--- src/rtl/td4_pkg.sv ---
// td4_pkg: opcodes, selector codes and FSM state type shared by the TD4 sequencer
package td4_pkg;
    localparam logic [3:0] OP_ADD_A   = 4'b0000;
    localparam logic [3:0] OP_MOV_A_B = 4'b0001;
    localparam logic [3:0] OP_IN_A    = 4'b0010;
    localparam logic [3:0] OP_MOV_A   = 4'b0011;
    localparam logic [3:0] OP_MOV_B_A = 4'b0100;
    localparam logic [3:0] OP_ADD_B   = 4'b0101;
    localparam logic [3:0] OP_IN_B    = 4'b0110;
    localparam logic [3:0] OP_MOV_B   = 4'b0111;
    localparam logic [3:0] OP_OUT_B   = 4'b1001;
    localparam logic [3:0] OP_OUT_IM  = 4'b1011;
    localparam logic [3:0] OP_JNC     = 4'b1110;
    localparam logic [3:0] OP_JMP     = 4'b1111;

    localparam logic [1:0] SEL_A  = 2'b00;
    localparam logic [1:0] SEL_B  = 2'b01;
    localparam logic [1:0] SEL_IN = 2'b10;
    localparam logic [1:0] SEL_IM = 2'b11;

`ifdef TD4_HALT_EN
    typedef enum logic [1:0] {ST_FETCH, ST_EXEC, ST_HALT} state_t;
`else
    typedef enum logic [1:0] {ST_FETCH, ST_EXEC} state_t;
`endif
endpackage

--- src/rtl/td4_decoder.sv ---
// td4_decoder: combinational instruction decode, IR -> selector code, immediate, strobes, jump flags
module td4_decoder
    import td4_pkg::*;
(
    input  logic [7:0] ir,
    output logic [1:0] sel,
    output logic [3:0] im,
    output logic       load_a,
    output logic       load_b,
    output logic       load_out,
    output logic       jmp,
    output logic       jnc
);
    // Opcode table; register-to-register moves force the immediate to zero
    always_comb begin
        sel      = SEL_A;
        im       = ir[3:0];
        load_a   = 1'b0;
        load_b   = 1'b0;
        load_out = 1'b0;
        jmp      = 1'b0;
        jnc      = 1'b0;
        case (ir[7:4])
            OP_ADD_A:   load_a = 1'b1;
            OP_ADD_B:   begin sel = SEL_B;  load_b = 1'b1; end
            OP_MOV_A:   begin sel = SEL_IM; load_a = 1'b1; end
            OP_MOV_B:   begin sel = SEL_IM; load_b = 1'b1; end
            OP_MOV_A_B: begin sel = SEL_B;  im = 4'h0; load_a = 1'b1; end
            OP_MOV_B_A: begin im = 4'h0; load_b = 1'b1; end
            OP_IN_A:    begin sel = SEL_IN; load_a = 1'b1; end
            OP_IN_B:    begin sel = SEL_IN; load_b = 1'b1; end
            OP_OUT_B:   begin sel = SEL_B;  im = 4'h0; load_out = 1'b1; end
            OP_OUT_IM:  begin sel = SEL_IM; load_out = 1'b1; end
            OP_JMP:     begin sel = SEL_IM; jmp = 1'b1; end
            OP_JNC:     begin sel = SEL_IM; jnc = 1'b1; end
            default:    im = 4'h0;
        endcase
    end
endmodule

--- src/rtl/td4_sequencer.sv ---
// td4_sequencer: TD4 fetch/execute sequencer owning PC, IR and carry; TD4_HALT_EN adds a halt-on-jump-to-self state
module td4_sequencer
    import td4_pkg::*;
#(
    parameter logic [3:0] PC_RESET = 4'h0
) (
    input  logic       CLK,
    input  logic       RESET_N,
    input  logic       RUN,
    output logic [3:0] ROM_ADDR,
    input  logic [7:0] ROM_DATA,
    input  logic       ROM_VALID,
    output logic [1:0] SELECT,
    output logic [3:0] IM,
    input  logic       ALU_CARRY,
    output logic       LOAD_A,
    output logic       LOAD_B,
    output logic       LOAD_OUT,
    output logic       CARRY_FLAG,
    output logic       HALTED
);
    state_t     state_q, state_d;
    logic [3:0] pc_q, pc_d;
    logic [7:0] ir_q, ir_d;
    logic       carry_q, carry_d;
    logic [1:0] d_sel;
    logic [3:0] d_im;
    logic       d_la, d_lb, d_lo, d_jmp, d_jnc;
    logic       exec, taken;

    td4_decoder u_dec (
        .ir       (ir_q),
        .sel      (d_sel),
        .im       (d_im),
        .load_a   (d_la),
        .load_b   (d_lb),
        .load_out (d_lo),
        .jmp      (d_jmp),
        .jnc      (d_jnc)
    );

    assign exec       = (state_q == ST_EXEC);
    assign taken      = d_jmp | (d_jnc & ~carry_q);
    assign ROM_ADDR   = pc_q;
    assign SELECT     = exec ? d_sel : SEL_A;
    assign IM         = exec ? d_im : 4'h0;
    assign LOAD_A     = exec & d_la;
    assign LOAD_B     = exec & d_lb;
    assign LOAD_OUT   = exec & d_lo;
    assign CARRY_FLAG = carry_q;
`ifdef TD4_HALT_EN
    assign HALTED     = (state_q == ST_HALT);
`else
    assign HALTED     = 1'b0;
`endif

    // Next-state: capture IR in FETCH, retire the instruction (PC, carry) at the end of EXEC
    always_comb begin
        state_d = state_q;
        pc_d    = pc_q;
        ir_d    = ir_q;
        carry_d = carry_q;
        case (state_q)
            ST_FETCH: if (RUN && ROM_VALID) begin
                ir_d    = ROM_DATA;
                state_d = ST_EXEC;
            end
            ST_EXEC: begin
                carry_d = ALU_CARRY;
                pc_d    = taken ? d_im : pc_q + 4'd1;
                state_d = ST_FETCH;
`ifdef TD4_HALT_EN
                if (taken && d_im == pc_q) state_d = ST_HALT;
`endif
            end
            default: ;
        endcase
    end

    // State registers with asynchronous active-low reset
    always_ff @(posedge CLK or negedge RESET_N) begin
        if (!RESET_N) begin
            state_q <= ST_FETCH;
            pc_q    <= PC_RESET;
            ir_q    <= 8'h00;
            carry_q <= 1'b0;
        end else begin
            state_q <= state_d;
            pc_q    <= pc_d;
            ir_q    <= ir_d;
            carry_q <= carry_d;
        end
    end
endmodule

--- config.mk ---
export PLATFORM = sky130hd
export DESIGN_NAME = td4_sequencer
export DESIGN_NICKNAME = d
export VERILOG_FILES = /design/src/rtl/td4_pkg.sv /design/src/rtl/td4_decoder.sv /design/src/rtl/td4_sequencer.sv
export SDC_FILE = /design/constraint.sdc
export NUM_CORES = 1
export LEC_CHECK = 0
export ABC_AREA = 1
export CAP_MARGIN = 20
export CORE_ASPECT_RATIO = 0.75
export CORE_MARGIN = 5
export CORE_UTILIZATION = 39
export CTS_CLUSTER_DIAMETER = 200
export DETAILED_ROUTE_END_ITERATION = 16
export GPL_ROUTABILITY_DRIVEN = 0
export GPL_TIMING_DRIVEN = 0
export PLACE_DENSITY = 0.7
export SYNTH_ARGS = -nofsm -noshare
export SYNTH_HDL_FRONTEND = slang
export SYNTH_SLANG_ARGS = --single-unit
--- constraint.sdc ---
create_clock -name CLK -period 1 [get_ports CLK]
set_input_delay 0.2 -clock CLK [delete_from_list [all_inputs] [get_ports CLK]]
set_output_delay 0.2 -clock CLK [all_outputs]
set_load 0.01 [all_outputs]
* After elaboration in Yosys (flattened, before gate mapping) *
Index checks and enable logic that the tools add are counted.

word-level totals
  logic and storage cells = 49
  output and inout port bits = 15
  register bits = 15
  input port bits = 13

cells by class
  eq/ne operators = 13
  bitwise operators = 6
  muxes and demuxes = 12
  $add $sub $neg = 1
  reduce and logical (&&, ||, !) cells = 13

operator list
  cell                                                             count
  4-bit by 3-bit == test with 1-bit output, second input constant  4
  4-bit == test, second input constant                             4
  4-bit two-way mux                                                3
  9-bit OR reduction                                               1
  4-bit by 2-bit == test with 1-bit output, second input constant  2
  4-bit OR reduction                                               2
  2-bit case mux with 3 select lines                               1
  1-bit two-way mux                                                5
  5-bit OR reduction                                               1
  4-bit by 1-bit adder with 4-bit output, second input constant    1
  1-bit AND                                                        4
  4-bit by 1-bit == test with 1-bit output, second input constant  1
  4-bit zero test                                                  1
  2-bit two-way mux                                                2
  2-bit case mux with 2 select lines                               1
  2-bit AND reduction                                              2
  2-bit OR reduction                                               2
  3-bit OR reduction                                               1
  2-bit by 1-bit == test with 1-bit output, second input constant  1
  2-bit zero test                                                  1
  2-bit != test, second input constant                             1
  2-bit nonzero test                                               1
  1-bit logical AND                                                1
  1-bit NOT                                                        1
  1-bit OR                                                         1

* Longest topological paths before layout *
Gate-level depths: netlist (run 1).

  depth in word-level cells = 5
  mapped depth = 8
  gate-level depth less buffers = 8

* Hierarchy *
A second synthesis (run 1) with hierarchy kept.

unflattened totals
  cells, all modules = 119
  area total of the unflattened synthesis = 820.8 µm²

by module, submodules not included
  module         sequential area each (µm²)  cells an instance  times used  area each (µm²)
  td4_sequencer  350.3                       93                 1           706.9
  td4_decoder    0.0                         26                 1           113.9

* Worst setup path before layout (run 1) *
Ideal clock, no wire load.

  kind = reg-to-output
  start = reg ir_q[6]
  end = out IM[1]
  arrival time = 950 ps
  slack = -150 ps
  cell stages (with the launch flop) = 6
  buffers on the path = 0
  cell sequence = dfrtp_1 > o21ai_0 > nand2_1 > nand2_2 > nand2_1 > nor2_1

on the way
  longest elaborated chain between the ends = 4
  elaborated cells on any way between the ends = 12
  those cells by class = eq/ne (8); mux (2); reduce/logical (2)

RTL lines
  what                                                                    line                 RTL
  from (decl)                                                             td4_sequencer.sv:24  logic [7:0] ir_q, ir_d;
  from (signal assigned)                                                  td4_sequencer.sv:90  ir_q <= ir_d;
  4-bit by 2-bit == test with 1-bit output, or another cell as far along  td4_decoder.sv:23    case (ir[7:4])
  9-bit OR reduction (no source line) *                                   -
  4-bit two-way mux *                                                     td4_decoder.sv:23
  4-bit two-way mux *                                                     td4_sequencer.sv:46  assign IM = exec ? d_im : 4'h0;
  to (decl)                                                               td4_sequencer.sv:14  output logic [3:0] IM,

Every way passes the cells marked *; elsewhere a longest branch is shown, timed or not.

* Worst setup path after layout (run 1) *
  start = reg ir_q[4]
  end = out IM[2]

Same word-level chain as after synthesis.

==> flow_summary.ini, run 1 <==
[routing]
routed_wire_length_per_instance_um = 14.1
drt_pre_antenna_iters = 5
drt.antenna.violating_nets = 0
drt_iter0_drc = 35
vias_per_cell = 4.93
final_routed_drc_violation_total = 0
via_count = 893
wirelength_mm = 2.56

[final_layout]
fin_area_um2 = 1420
num_antenna_cells = 0
syn_to_final_growth_pct = 80.9
drive_above_1_share = 0.586
nNetsFinal = 172

[worst_setup_path]
worst_ep_required_time_ps = 800
cp-end-kind = output pin
timing.critical_path.slowest_cell_delay_ps = 450
critical_path.cell_chain = o21ai_2, nand2_2, nand2_4, nand2_2, nor2_2, buf_2
worst_setup_path_startpoint = ir_q[4]$_DFFE_PN0P_
critical_path.slowest_cell = sky130_fd_sc_hd__dfrtp_2
regToRegStartpoint = ir_q[6]$_DFFE_PN0P_
criticalPathCategory = reg2out
arrival_ps = 1360
worst_path_most_repeated_cell = sky130_fd_sc_hd__nand2_2
path_max_fanout = 5
start_kind = flop
worst_reg_to_reg_setup_slack_ps = -270
worst-r2r-cell-count = 7

[global_routing]
use_met1 = 0.203
grt_overflow_total = 0
antenna_violations_before_repair = 0
first_global_vias = 823
groute.usage.overall = 0.163
wire_length_of_the_first_global_routing_pass_mm = 3.70
grt_util_met2 = 0.258
grt_start_max_net_pins = 15
global_route.peak_usage_layer = met2
grt.met3_usage = 0.0608

[place]
pre_cts_ws_ps = -670
port-buffer-count = 26
placement.cell_area_um2 = 1100
hpwlAfterDp_mm = 1.41

[run_status]
outcome = finished with violations
violated_checks = negative setup slack

[sta]
fin_tns_setup_ps = -6300
slew_viol_final = 0
timing_hold_violations_final = 0
fin_crit_period_ps = 1560
worst_slew_pin_slew_ps = 702
slew_headroom = 0.531
finalSetupViolations = 27
setup_repair_after_global_routing_missed_its_margin = true
postLayoutSetupSlackWorst_ps = -565
fmax_mhz = 639
skew_ps = 8.33
final.period_utilization = 1.56

[flow_run]
max_cap_viol_count = 0

[clocking]
clockRootBuffer = sky130_fd_sc_hd__clkbuf_4
numCtsBuffers = 3
h-tree-depth = 1
cts_sinks = 14
clkLatencyLatePin_ps = 300
cts_tree = built
number_of_buffers_between_clock_root_and_the_deepest_sink = 2
clkSlewWorstSetupHoldPaths_ps = 90

[power]
worst_ir_drop_vdd_mv = 1.06
totalPowerFinal_mw = 2.38
p_per_area_nw_per_um2 = 1670
power_leakage_nw = 0.684

[synthesis]
synthesis.yosys.warnings = 0
yosys.cell_types.count = 23
synth.largest_area_cell = sky130_fd_sc_hd__dfrtp_1
post_synth_instance_area_um2 = 786
synth.top_cell.area_share = 0.446
ys_seq_area_frac = 0.446
ys_seq_elements = 14
synth_nets = 118
synth_cells = 104
post_synth.cell_area_avg_um2 = 7.56
synth_top_cells_by_area = sky130_fd_sc_hd__dfrtp_1 45%, sky130_fd_sc_hd__nand2_1 21%, sky130_fd_sc_hd__nor2_1 3.3%, sky130_fd_sc_hd__a21oi_1 3.2%, sky130_fd_sc_hd__buf_6 2.9%

[floorplanning]
floorplan.die.height_um = 48.9
core-area_um2 = 1960
initial_core_util = 0.401
floorplan.io_pins = 28
die_area_um2 = 3020
core.rowCount = 14
die_w_um = 61.8

[min_path]
worstHoldPathType = in2async
## layer usage
layer / vias up / wire length, um
met5: - / 0
met4: 0 / 31
met3: 5 / 194
met2: 39 / 1300
met1: 417 / 1030
li1: 432 / -
## through the flow
step	hold WS, ps	std cells	utilization
3_3_place_gp	471	154	0.560
2_1_floorplan	-95.6	104	-
4_1_cts	333	174	0.654
3_5_place_dp	470	154	0.560
6_report	314	181	0.724
5_1_grt	337	181	0.724
## power breakdown
part,total (mW),switching (mW),internal [mW]
registers,0.794,0.102,0.692
logic,1.22,0.614,0.611
clock network,0.360,0.205,0.156
## path summary, 6_finish.rpt
kind / to
setup reg to reg: ROM_ADDR[2]$_DFFE_PN0P_
max in group asynchronous: ir_q[4]$_DFFE_PN0P_
setup / recovery: IM[2]
min in group CLK: ir_q[1]$_DFFE_PN0P_
hold reg to reg: ir_q[1]$_DFFE_PN0P_
hold / removal: ROM_ADDR[2]$_DFFE_PN0P_
## cell families after synthesis
group	after synthesis	share of synthesized area
AOI/OAI and AO/OA	10	0.0780
xor gates and xnor gates	1	0.0111
adders and majority gates	1	0.0159
buffers and inverters	12	0.0828
DFF	14	0.446
other	1	0.00477
and+or+nand+nor	65	0.361
## synth_stat cells (all sizes together)
| cell type | count |
|---|---|
| nor2 | 9 |
| and3 | 1 |
| inv | 8 |
| xnor2 | 1 |
| conb | 1 |
| nor3 | 2 |
| nand4 | 1 |
| o21ai | 4 |
| a21oi | 6 |
| dfrtp | 14 |
| ha | 1 |
| buf | 4 |
| nand3 | 6 |
| nand2 | 46 |
## area by class of cell
| class | count | area (um2) |
|---|---|---|
| plain buffers | 4 | 50.0 |
| clock buffers | 4 | 26.3 |
| fillers | 150 | 541 |
| inverters | 8 | 37.5 |
| multi-input cells | 78 | 522 |
| flip-flops and latches | 14 | 354 |
| well taps | 24 | 30.0 |
| repair buffers | 49 | 402 |
## critical path, delay by kind of cell, from the launching register on
kind                   cells  cell delay, ps
AOI/OAI and AO/OA          1             170
buffers and inverters      1             130
DFF                        1             450
and+or+nand+nor            4             330
## state kept, by name, summed over array words and instances (netlist names)
register    cells
state_q         1
ir_q            8
ROM_ADDR        4
CARRY_FLAG      1
## cells in the final DEF (no fill, tap or decap), types with 2 or more instances in the layout
master / count
sky130_fd_sc_hd__a21oi_2: 4
sky130_fd_sc_hd__nand3_2: 2
sky130_fd_sc_hd__nand3_4: 3
sky130_fd_sc_hd__buf_6: 11
sky130_fd_sc_hd__buf_4: 17
sky130_fd_sc_hd__clkbuf_4: 3
sky130_fd_sc_hd__clkdlybuf4s50_1: 12
sky130_fd_sc_hd__buf_2: 12
sky130_fd_sc_hd__nor2_2: 7
sky130_fd_sc_hd__inv_4: 3
sky130_fd_sc_hd__dfrtp_1: 11
sky130_fd_sc_hd__nand2_2: 14
sky130_fd_sc_hd__o21ai_2: 3
sky130_fd_sc_hd__nor3_2: 2
sky130_fd_sc_hd__dfrtp_2: 3
sky130_fd_sc_hd__inv_1: 4
sky130_fd_sc_hd__nand2_1: 31
## repair_timing
item	in CTS	in global routing
resized for setup	84	25
setup buffers	15	8
setup endpoints to repair	26	26
cloned	1	0
pin swaps	9	8
hold buffers	0	0
No activity file was read; power rests on OpenSTA's default activity.
==> inputs of run 2 (changes only) <==
PLACE_DENSITY = 0.79   (was 0.7)
==> run 2 against run 1 <==
Effect of this change:
- the flow still finishes with violations (negative setup slack)
- flip-flop and latch count is the same
- sequential share of layout area rose by 1.3 points
- worst hold slack got worse by 16 ps
- combinational power is 11% lower
- clock power increased by 18%
- critical endpoint is now IM[0]
==> flow_summary.ini, run 2 (synthesis gave the netlist of run 1 again) <==
[worst_setup_path]
timing.critical_path.slowest_cell_delay_ps = 440
arrival_ps = 1390
cp-end-kind = output pin
critical_path.slowest_cell = sky130_fd_sc_hd__dfrtp_1
regToRegStartpoint = ir_q[4]$_DFFE_PN0P_
start_kind = flop
timing.rr.end = ROM_ADDR[2]$_DFFE_PN0P_
criticalPathCategory = reg2out
worst_reg_to_reg_setup_slack_ps = -540
critical_path.cell_chain = o21ai_1, nand2_2, nand2_4, nand2_2, nor2_2, buf_2
worst_ep_required_time_ps = 800
worst-r2r-cell-count = 11
critical-path-top-delay-family = flip-flops
path_max_fanout = 5
worst_path_most_repeated_cell = sky130_fd_sc_hd__nand2_2
critical_path.n_buffers_inverters = 1

[global_routing]
wire_length_of_the_first_global_routing_pass_mm = 4.06
first_global_vias = 886
grt_overflow_total = 0
groute.usage.overall = 0.183
grt_start_max_net_pins = 15
antenna_violations_before_repair = 0

[final_layout]
largest_reg_flops = 8
area.sequential_um2 = 352
regMostFlops = ir_q
layout_commonest_cell = sky130_fd_sc_hd__nand2_1
layout.cells.most_common_list = 35 x sky130_fd_sc_hd__nand2_1, 17 x sky130_fd_sc_hd__buf_4, 13 x sky130_fd_sc_hd__dfrtp_1, 13 x sky130_fd_sc_hd__buf_2, 12 x sky130_fd_sc_hd__clkdlybuf4s50_1
fin_area_um2 = 1340
finalCoreUtilization = 0.683
drive_above_1_share = 0.503
num_antenna_cells = 0
fillCellCount = 161
nNetsFinal = 172
syn_to_final_growth_pct = 70.5
instances_no_fill = 181
multi_input_area_um2 = 447

[routing]
met3_length_um = 173
final_routed_drc_violation_total = 0
via_count = 882
routed_wire_length_per_instance_um = 13.1
dr_wl_met2_mm = 1.21
routedLengthMet1_um = 980
drt_iter0_drc = 23
drt.antenna.violating_nets = 0
drt_pre_antenna_iters = 4
vias_per_cell = 4.87
wirelength_mm = 2.38
route.top_layer_used = met4

[clocking]
numCtsBuffers = 3
cts_tree = built
cts_hold_repair.buffers = 0
number_of_buffers_between_clock_root_and_the_deepest_sink = 2
clkSlewWorstSetupHoldPaths_ps = 90
h-tree-depth = 1
clockRootBuffer = sky130_fd_sc_hd__clkbuf_4
cts_sinks = 14
clkLatencyLatePin_ps = 280

[floorplanning]
core-area_um2 = 1960
die_area_um2 = 3020
die_w_um = 61.8
floorplan.die.height_um = 48.9
core.rowCount = 14
floorplan.io_pins = 28
initial_core_util = 0.401

[power]
power_leakage_nw = 0.675
p_per_area_nw_per_um2 = 1700
worst_ir_drop_vdd_mv = 1.06

[place]
port-buffer-count = 26
place.detailed.instances = 154
hpwlAfterDp_mm = 1.40
placement.cell_area_um2 = 1100
pre_cts_ws_ps = -677

[sta]
skew_ps = 0.999
worst_slew_pin_slew_ps = 633
fmax_mhz = 629
fin_crit_period_ps = 1590
final.period_utilization = 1.59
hold_ws_ps = 298
slew_viol_final = 0
setup_repair_after_global_routing_missed_its_margin = true
slew_headroom = 0.576
timing_hold_violations_final = 0
postLayoutSetupSlackWorst_ps = -589
finalSetupViolations = 26

[run_status]
outcome = finished with violations
violated_checks = negative setup slack

[min_path]
worstHoldPathType = in2async

[flow_run]
max_cap_viol_count = 0
run 2: how the worst max path moves through the flow:
stage	start	end	cells past startpoint
after floorplan	ir_q[7]$_DFFE_PN0P_	IM[1]	6
after global placement	ir_q[4]$_DFFE_PN0P_	IM[3]	7
after detailed placement	ir_q[4]$_DFFE_PN0P_	IM[2]	7
after CTS	ir_q[7]$_DFFE_PN0P_	IM[0]	7
after global routing	ir_q[7]$_DFFE_PN0P_	IM[0]	7
final	ir_q[4]$_DFFE_PN0P_	IM[0]	6
run 2: worst register-to-register path, cell delays in order (launching register included):
cell and delay (ps):
sky130_fd_sc_hd__dfrtp_1 440, sky130_fd_sc_hd__o21ai_1 180, sky130_fd_sc_hd__nand2_2 90, sky130_fd_sc_hd__nand2_4 100, sky130_fd_sc_hd__nand2_2 70, sky130_fd_sc_hd__buf_4 130
sky130_fd_sc_hd__buf_6 100, sky130_fd_sc_hd__buf_6 100, sky130_fd_sc_hd__buf_6 100, sky130_fd_sc_hd__nand2_1 50, sky130_fd_sc_hd__nand2_1 50, sky130_fd_sc_hd__nand2_1 60
run 2: per-layer routing:
| layer | up-vias | track usage |
|---|---|---|
| li1 | 428 | - |
| met5 | - | 0 |
| met2 | 26 | 0.308 |
| met4 | 0 | 0.0318 |
| met3 | 2 | 0.0608 |
| met1 | 426 | 0.225 |
run 2: area by class of cell:
class	count	area share
inverters	8	0.0261
flip-flops and latches	14	0.262
multi-input cells	78	0.333
plain buffers	4	0.0336
well taps	24	0.0224
repair buffers	49	0.295
clock buffers	4	0.0271
run 2: metrics by stage:
step	total power [mW]	TNS, ps
4_1_cts	2.21	-6080
5_1_grt	2.45	-8380
3_3_place_gp	1.55	-9440
6_report	2.28	-6610
2_1_floorplan	1.24	-802
3_5_place_dp	1.57	-9840
run 2: where the power goes:
| part | switching (mW) | total, mW | internal, mW |
|---|---|---|---|
| combinational | 0.539 | 1.08 | 0.544 |
| clock | 0.202 | 0.424 | 0.222 |
| sequential | 0.0871 | 0.777 | 0.689 |
run 2: what timing repair did:
action	4_1_cts	5_1_grt
cloned	1	0
pin swaps	4	4
gates resized for setup	77	9
setup buffers	21	1
setup endpoints to repair	27	27
==> inputs of run 3 (changes only) <==
--- a/config.mk
+++ b/config.mk
@@ -15,6 +15,7 @@
 export GPL_ROUTABILITY_DRIVEN = 0
 export GPL_TIMING_DRIVEN = 0
-export PLACE_DENSITY = 0.79
+export PLACE_DENSITY = 0.78
 export SYNTH_ARGS = -nofsm -noshare
 export SYNTH_HDL_FRONTEND = slang
+export SYNTH_HIERARCHICAL = 1
 export SYNTH_SLANG_ARGS = --single-unit
==> constraint.sdc (replaced) <==
create_clock -name CLK -period 1 [get_ports CLK]
set_input_delay 0.3 -clock CLK [delete_from_list [all_inputs] [get_ports CLK]]
set_output_delay 0.3 -clock CLK [all_outputs]
set_load 0.01 [all_outputs]
==> run 3 against run 2 <==
Effect of this change:
- the run still ends with negative setup slack left
- sequential power is 2% higher
- final cell count is 6.6% higher
- worst hold slack worse by 290 ps
- setup slack worse by 170 ps
- maximum frequency is 9.7% lower
==> flow_summary.ini, run 3 <==
[clocking]
h-tree-depth = 1
number_of_buffers_between_clock_root_and_the_deepest_sink = 2
clockRootBuffer = sky130_fd_sc_hd__clkbuf_4
numCtsBuffers = 3
clkLatencyLatePin_ps = 310
clkSlewWorstSetupHoldPaths_ps = 100
cts_hold_repair.buffers = 0
cts_tree = built
cts_sinks = 14

[worst_setup_path]
worst_reg_to_reg_setup_slack_ps = -520
worst-r2r-cell-count = 11
cp-end-kind = output pin
path_max_fanout = 5
worst_ep_required_time_ps = 700
start_kind = flop
criticalPathCategory = reg2out
timing.rr.end = ROM_ADDR[1]$_DFFE_PN0P_
regToRegStartpoint = ir_q[6]$_DFFE_PN0P_
arrival_ps = 1460

[routing]
routed_wire_length_per_instance_um = 12.6
drt.antenna.violating_nets = 0
via_count = 931
drt_iter0_drc = 20
vias_per_cell = 4.82
wirelength_mm = 2.44
drt_pre_antenna_iters = 4
final_routed_drc_violation_total = 0

[global_routing]
grt_start_max_net_pins = 15
grt_overflow_total = 0
groute.usage.overall = 0.164
antenna_violations_before_repair = 0
wire_length_of_the_first_global_routing_pass_mm = 4.08
first_global_vias = 917

[place]
hpwlAfterDp_mm = 1.41
port-buffer-count = 26
pre_cts_ws_ps = -850

[sta]
fin_tns_setup_ps = -9520
finalSetupViolations = 27
fmax_mhz = 568
fin_crit_period_ps = 1760
worst_slew_pin_slew_ps = 675
slew_headroom = 0.549
final.period_utilization = 1.76
slew_viol_final = 0
hold_ws_ps = 4.75
skew_ps = 7.46
postLayoutSetupSlackWorst_ps = -759
timing_hold_violations_final = 0
setup_repair_after_global_routing_missed_its_margin = true

[synthesis]
ys_seq_elements = 14
post_synth_instance_area_um2 = 821
synthesis.yosys.warnings = 6
top_ff_cell_synth = sky130_fd_sc_hd__dfrtp_1
yosys.cell_types.count = 20
post_synth.cell_area_avg_um2 = 6.90
synth_cells = 119
async_reset_ff_frac = 1.00
synth_top_cells_by_area = sky130_fd_sc_hd__dfrtp_1 43%, sky130_fd_sc_hd__nand2_1 24%, sky130_fd_sc_hd__inv_1 9.1%, sky130_fd_sc_hd__a21oi_1 3.0%, sky130_fd_sc_hd__o21ai_0 3.0%
synth_nets = 133
synth.top_cell.area_share = 0.427
synth_enable_flop_cells = 0
synth.largest_area_cell = sky130_fd_sc_hd__dfrtp_1
synthTopCellsByCount = 52 x sky130_fd_sc_hd__nand2_1, 20 x sky130_fd_sc_hd__inv_1, 14 x sky130_fd_sc_hd__dfrtp_1
post-synth-top-count-cell = sky130_fd_sc_hd__nand2_1
ys_seq_area_frac = 0.427

[final_layout]
syn_to_final_growth_pct = 74.4
multi_input_area_um2 = 490
fillCellCount = 148
num_antenna_cells = 0
layout.cells.most_common_list = 34 x sky130_fd_sc_hd__nand2_1, 17 x sky130_fd_sc_hd__nand2_2, 14 x sky130_fd_sc_hd__buf_6, 14 x sky130_fd_sc_hd__buf_4, 12 x sky130_fd_sc_hd__dfrtp_1
largest_reg_flops = 8
layout_commonest_cell = sky130_fd_sc_hd__nand2_1
area.sequential_um2 = 353
nNetsFinal = 184
regMostFlops = ir_q
drive_above_1_share = 0.515

[run_status]
outcome = finished with violations
violated_checks = negative setup slack

[min_path]
worstHoldPathType = in2async

[floorplanning]
core-area_um2 = 2010
die_w_um = 63.0
initial_core_util = 0.407
core.rowCount = 14
floorplan.io_pins = 28
floorplan.die.height_um = 49.7
die_area_um2 = 3130

[flow_run]
max_cap_viol_count = 0

[power]
totalPowerFinal_mw = 2.28
p_per_area_nw_per_um2 = 1590
worst_ir_drop_vdd_mv = 1.13
power_leakage_nw = 0.777
run 3: cell count changes after synthesis, moves of 2 or more:
cell and delta:
sky130_fd_sc_hd__nand2_1 +7, sky130_fd_sc_hd__o21ai_1 -2, sky130_fd_sc_hd__nor2_2 -2, sky130_fd_sc_hd__inv_1 +16, sky130_fd_sc_hd__nor2_1 -2, sky130_fd_sc_hd__o21ai_0 +3, sky130_fd_sc_hd__nor3_1 -2, sky130_fd_sc_hd__inv_2 -2
run 3: how the worst max path moves through the flow:
stage	start	to	slack (ps)	cells past startpoint
2_1_floorplan	ir_q[6]$_DFFE_PN0P_	IM[1]	-190	6
3_3_place_gp	ir_q[6]$_DFFE_PN0P_	IM[1]	-780	7
3_5_place_dp	ir_q[6]$_DFFE_PN0P_	IM[2]	-850	7
4_1_cts	ir_q[6]$_DFFE_PN0P_	IM[2]	-690	7
5_1_grt	ir_q[6]$_DFFE_PN0P_	IM[1]	-820	7
6_report	ir_q[6]$_DFFE_PN0P_	IM[1]	-760	7
run 3: through the flow:
step / instances / utilization / instance area, um2
after floorplan: 119 / - / 821
after global placement: 169 / 0.552 / 1110
after detailed placement: 169 / 0.552 / 1110
after CTS: 192 / 0.661 / 1330
after global routing: 193 / 0.711 / 1430
final: 193 / 0.711 / 1430
run 3: metal layers:
layer	share of wire	wire, um	track usage	up-vias
met2	0.51	1240	0.287	34
li1	-	-	-	457
met4	0.013	32	0.0424	0
met3	0.079	192	0.0636	3
met1	0.40	973	0.187	437
met5	0	0	0	-
run 3: logic make-up (layout without fill, tap and decap cells):
| group | count (synthesis) | after routing | synth area share |
|---|---|---|---|
| AND/OR/NAND/NOR | 64 | 65 | 0.326 |
| buffers and inverters | 26 | 75 | 0.139 |
| flip-flops | 14 | 14 | 0.427 |
| AO/OA/AOI/OAI | 12 | 12 | 0.0777 |
| adder cells (fa/ha/maj) | 1 | 1 | 0.0152 |
| other | 1 | 1 | 0.00457 |
| XOR/XNOR | 1 | 1 | 0.0107 |
run 3: timing repair:
item	in CTS	in global routing
pin swaps	14	10
setup endpoints to repair	21	29
gates resized for setup	88	28
hold endpoints to repair	0	0
buffers inserted	17	3
cloned	2	0
run 3: worst max-delay path, cell delays in order, from the launching register on:
cell and delay [ps]:
sky130_fd_sc_hd__dfrtp_2 450, sky130_fd_sc_hd__inv_2 70, sky130_fd_sc_hd__nand2_2 100, sky130_fd_sc_hd__nand3_4 110, sky130_fd_sc_hd__a21oi_2 170, sky130_fd_sc_hd__nand2_2 80, sky130_fd_sc_hd__inv_2 70, sky130_fd_sc_hd__buf_6 90
run 3: cell type report:
cell class | count | share of cell area
multi-input combinational | 80 | 0.343
timing repair buffer | 44 | 0.277
sequential | 14 | 0.247
inverter | 24 | 0.0699
clock buffer | 4 | 0.0253
tap | 24 | 0.0210
buffer | 2 | 0.0131
timing repair inverter | 1 | 0.00437
run 3: power by group:
part / internal [mW] / switching [mW]
clock network: 0.223 / 0.223
registers: 0.693 / 0.102
logic: 0.517 / 0.523
total: 1.43 / 0.848
